===== config.mk =====
export PLATFORM = sky130hd
export DESIGN_NAME = cam_prio_enc
export DESIGN_NICKNAME = d
export VERILOG_FILES = /design/src/rtl/cam_match_checker_prio_enc.sv
export SDC_FILE = /design/constraint.sdc
export NUM_CORES = 1
export LEC_CHECK = 0
export CAP_MARGIN = 20
export CORE_ASPECT_RATIO = 1.1
export CORE_MARGIN = 5
export CORE_UTILIZATION = 32
export DETAILED_ROUTE_END_ITERATION = 6
export PLACE_DENSITY = 0.82
export SYNTH_ARGS = -nofsm -noshare
export SYNTH_HDL_FRONTEND = slang
export SYNTH_SLANG_ARGS = --single-unit
export TNS_END_PERCENT = 50

===== constraint.sdc =====
create_clock -name vclk -period 3.3
set_clock_uncertainty 0.15 [all_clocks]
set_input_delay 0.99 -clock vclk [all_inputs]
set_output_delay 0.99 -clock vclk [all_outputs]
set_load 0.1 [all_outputs]

===== src/rtl/cam_match_checker_prio_enc.sv =====
`default_nettype none
// +----------------------------------------------------------------------------+
// | Module   : cam_prio_enc                                                    |
// | Purpose  : Lowest-index priority encoder for a CAM match vector.           |
// | Ports    : vec_i    in  2**AW  per-entry match vector                      |
// |            onehot_o out 2**AW  lowest set bit of vec_i, zero if none       |
// |            addr_o   out AW     index of that bit, zero if none             |
// |            any_o    out 1      OR of vec_i                                 |
// | Revision : 1.0  initial release                                            |
// +----------------------------------------------------------------------------+
module cam_prio_enc #(
    parameter int ADDR_WIDTH = 5
) (
    input  wire logic [2**ADDR_WIDTH-1:0] vec_i,
    output logic      [2**ADDR_WIDTH-1:0] onehot_o,
    output logic      [ADDR_WIDTH-1:0]    addr_o,
    output logic                          any_o
);

    localparam int DEPTH = 2**ADDR_WIDTH;

    // x & -x isolates the lowest set bit
    assign onehot_o = vec_i & ((~vec_i) + DEPTH'(1));
    assign any_o    = |vec_i;

    // Scan from the top down so the lowest set index is written last and wins
    always_comb begin
        addr_o = '0;
        for (int i = DEPTH - 1; i >= 0; i--) begin
            if (vec_i[i]) begin
                addr_o = ADDR_WIDTH'(i);
            end
        end
    end

endmodule : cam_prio_enc
`default_nettype wire


==> load_flow_metrics.sql, run 1 <==
INSERT INTO impl_metrics (metric_group, metric, value, unit) VALUES
('yosys', 'combined_area_of_all_synthesized_cells', '737.0', 'um^2'),
('yosys', 'mappedNetlistNets', '146', ''),
('yosys', 'ys_seq_area_frac', '0', ''),
('floorplan', 'die_height', '60.33', 'um'),
('floorplan', 'die-width', '55.76', 'um'),
('placement', 'port-buffer-count', '70', ''),
('run_status', 'result_of_the_run', 'did not finish', ''),
('floorplan', 'ios', '70', ''),
('yosys', 'netlist.area_leader.share', '0.08149', ''),
('run_status', 'tool.error', '[ERROR DPL-0038] Utilization greater than 100%, impossible to legalize', ''),
('yosys', 'yosys.cell_types.count', '37', ''),
('floorplan', 'initial_core_util', '0.3305', ''),
('yosys', 'synthCells', '114', ''),
('yosys', 'syn_avg_cell_area', '6.465', 'um^2'),
('floorplan', 'row_count', '18', ''),
('placement', 'place.gp.congestion', '0.8797', ''),
('run_status', 'stop_stage', 'detailed placement (3_5_place_dp)', ''),
('yosys', 'synth_warnings', '0', ''),
('yosys', 'synth_top_cells_by_area', 'nor4b_2, nor4_1, nor2_1, and3_1, nand2_1', ''),
('yosys', 'synth_area_leader_cell', 'nor4b_2', '');
-- stage by stage --
step	setup slack, ns	cell area, um^2	hold WS, ns
floorplan	-0.9604	1013	1.928
global placement	-0.8183	2554	2.583
-- cell usage after synthesis (all sizes together) (2+ instances only) --
cell type / instances
nor2: 13
and2: 5
nor4b: 5
or3: 3
nor3b: 4
inv: 7
nor4: 10
a21oi: 5
buf: 2
o21bai: 3
and3: 7
and3b: 3
a31oi: 2
or4: 3
nor2b: 5
nand2b: 3
nor3: 6
o31ai: 2
a211oi: 4
nand3: 4
nand2: 10
-- cells by family after synthesis --
logic type | after synthesis | synth area share
compound gates | 21 | 0.1935
buf+inv | 9 | 0.05264
simple gates | 84 | 0.7538
==> run 2: changes to the inputs <==
--- a/config.mk
+++ b/config.mk
@@ -6,11 +6,10 @@
 export NUM_CORES = 1
 export LEC_CHECK = 0
 export CAP_MARGIN = 20
-export CORE_ASPECT_RATIO = 1.1
-export CORE_MARGIN = 5
-export CORE_UTILIZATION = 32
+export CORE_AREA = 5 5 66 68
 export DETAILED_ROUTE_END_ITERATION = 6
-export PLACE_DENSITY = 0.82
+export DIE_AREA = 0 0 71 73
+export PLACE_DENSITY_LB_ADDON = 0.15
 export SYNTH_ARGS = -nofsm -noshare
 export SYNTH_HDL_FRONTEND = slang
 export SYNTH_SLANG_ARGS = --single-unit
==> run 2 against run 1 <==
The flow now finishes, with violations (setup timing). Synthesized cell count stayed put. Area after synthesis stayed put.
==> load_flow_metrics.sql, run 2 <==
INSERT INTO impl_metrics (metric_group, metric, value, unit) VALUES
('run_status', 'result_of_the_run', 'complete, but fails checks', ''),
('run_status', 'failed_checks', 'setup timing', ''),
('timing', 'slew_violations', '0', ''),
('worst_setup_path', 'crit_path_from', 'vec_i[18]', ''),
('yosys', 'netlist.area_leader.share', '0.08149', ''),
('yosys', 'post-synth-top-count-cell', 'nor2_1', ''),
('drt', 'route.detailed.vias_per_inst', '4.945', ''),
('drt', 'routedWlPerCell', '17.01', 'um'),
('run', 'max_cap_violations', '0', ''),
('drt', 'detail-route-antenna-nets', '0', ''),
('cells_and_area', 'nFlopsAndLatches', '0', ''),
('power', 'p_leak', '1.276', 'nW'),
('timing', 'hold_viol_final', '0', ''),
('worst_setup_path', 'cpMaxStageDelayCell', 'or4_4', ''),
('drt', 'vias', '1538', ''),
('timing', 'total_of_endpoints_with_negative_setup_slack_in_the_final_report', '32', ''),
('grt', 'wire_length_of_the_first_global_routing_pass', '8480', 'um'),
('cells_and_area', 'layout.area.seq', '0', 'um^2'),
('grt', 'global_routing_usage_summed_across_all_routing_layers', '0.1971', ''),
('worst_setup_path', 'critical_path_at', '2.74', 'ns'),
('grt', 'antenna_found_initial', '0', ''),
('floorplan', 'row_count', '23', ''),
('floorplan', 'die_area', '5183', 'um^2'),
('timing', 'fmax', '258.0', 'MHz'),
('yosys', 'synthCells', '114', ''),
('yosys', 'mappedNetlistNets', '146', ''),
('yosys', 'syn_avg_cell_area', '6.465', 'um^2'),
('power', 'totalPowerFinal', '0.2406', 'mW'),
('timing', 'grt_setup_unrepaired', 'true', ''),
('floorplan', 'die_height', '73', 'um'),
('worst_setup_path', 'crit_path_max_fanout', '3', ''),
('floorplan', 'fp.coreArea', '3799', 'um^2'),
('cells_and_area', 'leading_cell_types_in_the_layout_fill_and_taps_excluded', 'buf_4, buf_12, buf_6', ''),
('yosys', 'synth_top_cells_by_area', 'nor4b_2, nor4_1, nor2_1, and3_1, nand2_1', ''),
('timing', 'relSlewSlack', '0.6827', ''),
('cells_and_area', 'mostFrequentLayoutCell', 'buf_4', ''),
('yosys', 'yosys.cell_types.count', '37', ''),
('timing', 'timing.final.crit_period', '3.876', 'ns'),
('worst_hold_path', 'hold_startpoint', 'vec_i[17]', ''),
('timing', 'worst_slew_pin_slew', '0.4731', 'ns'),
('cells_and_area', 'final_net_count', '295', ''),
('yosys', 'synth_warnings', '0', ''),
('worst_setup_path', 'cp-end-kind', 'output pin', ''),
('timing', 'layout_worst_path_cycle_share', '1.175', ''),
('drt', 'detail_route.first_pass.iterations', '4', ''),
('drt', 'detailedRoute.firstIterationViolations', '43', ''),
('placement', 'place.detailed.hpwl', '3858', 'um'),
('timing', 'whs', '2.142', 'ns'),
('worst_hold_path', 'hold_path_end', 'onehot_o[19]', ''),
('yosys', 'ys_seq_area_frac', '0', ''),
('grt', 'maximum_number_of_pins_on_one_net_before_global_route_repair', '8', ''),
('grt', 'grt_pass1_vias', '1745', ''),
('cells_and_area', 'layout-drive-gt1-share', '0.7854', ''),
('yosys', 'synth_area_leader_cell', 'nor4b_2', ''),
('placement', 'dp_slack', '-0.9736', 'ns'),
('worst_setup_path', 'cp_common_cell', 'buf_6', ''),
('worst_setup_path', 'timing.critical_path.cells', 'buf_6 -> or4_4 -> and3b_2 -> nand4_4 -> buf_6 -> nor4b_4 -> buf_12', ''),
('placement', 'port-buffer-count', '70', ''),
('cells_and_area', 'post_layout_nonfiller_instances', '311', ''),
('placement', 'place.gp.congestion', '0.8640', ''),
('worst_setup_path', 'timing.setup.critical_path_class', 'in -> out', ''),
('timing', 'setup_ws', '-0.5764', 'ns'),
('worst_setup_path', 'cp_data_required_time', '2.16', 'ns'),
('yosys', 'yosys-top-cells-count', 'nor2_1, nand2_1, nor4_1', ''),
('cells_and_area', 'num_antenna_cells', '0', ''),
('floorplan', 'die-width', '71', 'um'),
('worst_hold_path', 'worstHoldPathType', 'in -> out', ''),
('power', 'pwr_density_cell', '79.12', 'nW/um^2'),
('placement', 'placed_cells_incl_taps', '291', ''),
('worst_hold_path', 'holdPathStages', '3', ''),
('worst_setup_path', 'critPathMaxStageDelay', '0.55', 'ns'),
('floorplan', 'ios', '70', ''),
('floorplan', 'initial_core_util', '0.1940', ''),
('drt', 'wl', '5291', 'um'),
('clock_tree', 'cts_hold_buffers', '0', ''),
('power', 'maximum_vdd_drop', '38.19', 'uV'),
('yosys', 'combined_area_of_all_synthesized_cells', '737.0', 'um^2'),
('cells_and_area', 'clock_buffer_count', '0', ''),
('cells_and_area', 'area_growth_from_synthesis_to_final_layout', '312.6', '%'),
('worst_setup_path', 'crit_path_start_kind', 'input pin', ''),
('drt', 'drc', '0', ''),
('grt', 'grt_overflow', '0', '');
-- run 2: cell counts after synthesis --
Identical to the previous run, type by type.
-- run 2: layout make-up --
cell class	count	area [um^2]
tap	50	62.56
inverter	7	26.28
fill	231	758.2
multi-input combinational	105	1180
timing repair buffer	149	1772
-- run 2: per-stage QoR --
stage / setup TNS [ns] / area, um^2 / util
global route: -11.62 / 3040 / 0.8004
global placement: -22.08 / 2619 / 0.6894
detailed placement: -23.33 / 2619 / 0.6894
CTS: -9.911 / 2924 / 0.7698
floorplan: -17.76 / 1013 / -
finish: -10.44 / 3040 / 0.8004
-- run 2: cell families (layout without fill, tap and decap cells) --
family / after synthesis / in the layout / synth area share
buffers and inverters: 9 / 156 / 0.05264
AOI/OAI and AO/OA: 21 / 21 / 0.1935
and+or+nand+nor: 84 / 84 / 0.7538
-- run 2: critical path: cells and delay by family --
family / cells / cell delay [ns]
buffers and inverters: 3 / 0.44
and+or+nand+nor: 4 / 1.29
-- run 2: where the power goes --
group          internal [mW]  switching [mW]  leakage, nW  total [mW]
Clock                      0               0            0           0
Combinational          0.117           0.124         1.28       0.241
Sequential                 0               0            0           0
Total                  0.117           0.124         1.28       0.241
-- run 2: how the worst max path moves through the flow --
stage / to / cells past startpoint
finish: onehot_o[30] / 7
global route: onehot_o[30] / 7
CTS: onehot_o[23] / 6
detailed placement: onehot_o[26] / 6
global placement: onehot_o[26] / 6
floorplan: onehot_o[30] / 4
-- run 2: timing repair --
action                                  4_1_cts  5_1_grt
endpoints found under the setup margin       36       34
pin swaps                                    35       22
buffers inserted                             14        6
gates resized for setup                     165       19
-- run 2: layer usage --
metal  global-route usage  part of all wire  vias to the layer above
met2               0.4068              0.58                       56
met1               0.2148              0.37                      734
met3              0.02617             0.044                        6
met5                    0                 0                        -
met4              0.02714            0.0089                        0
li1                     -                 -                      742
Power figures use the tool's default switching activity.
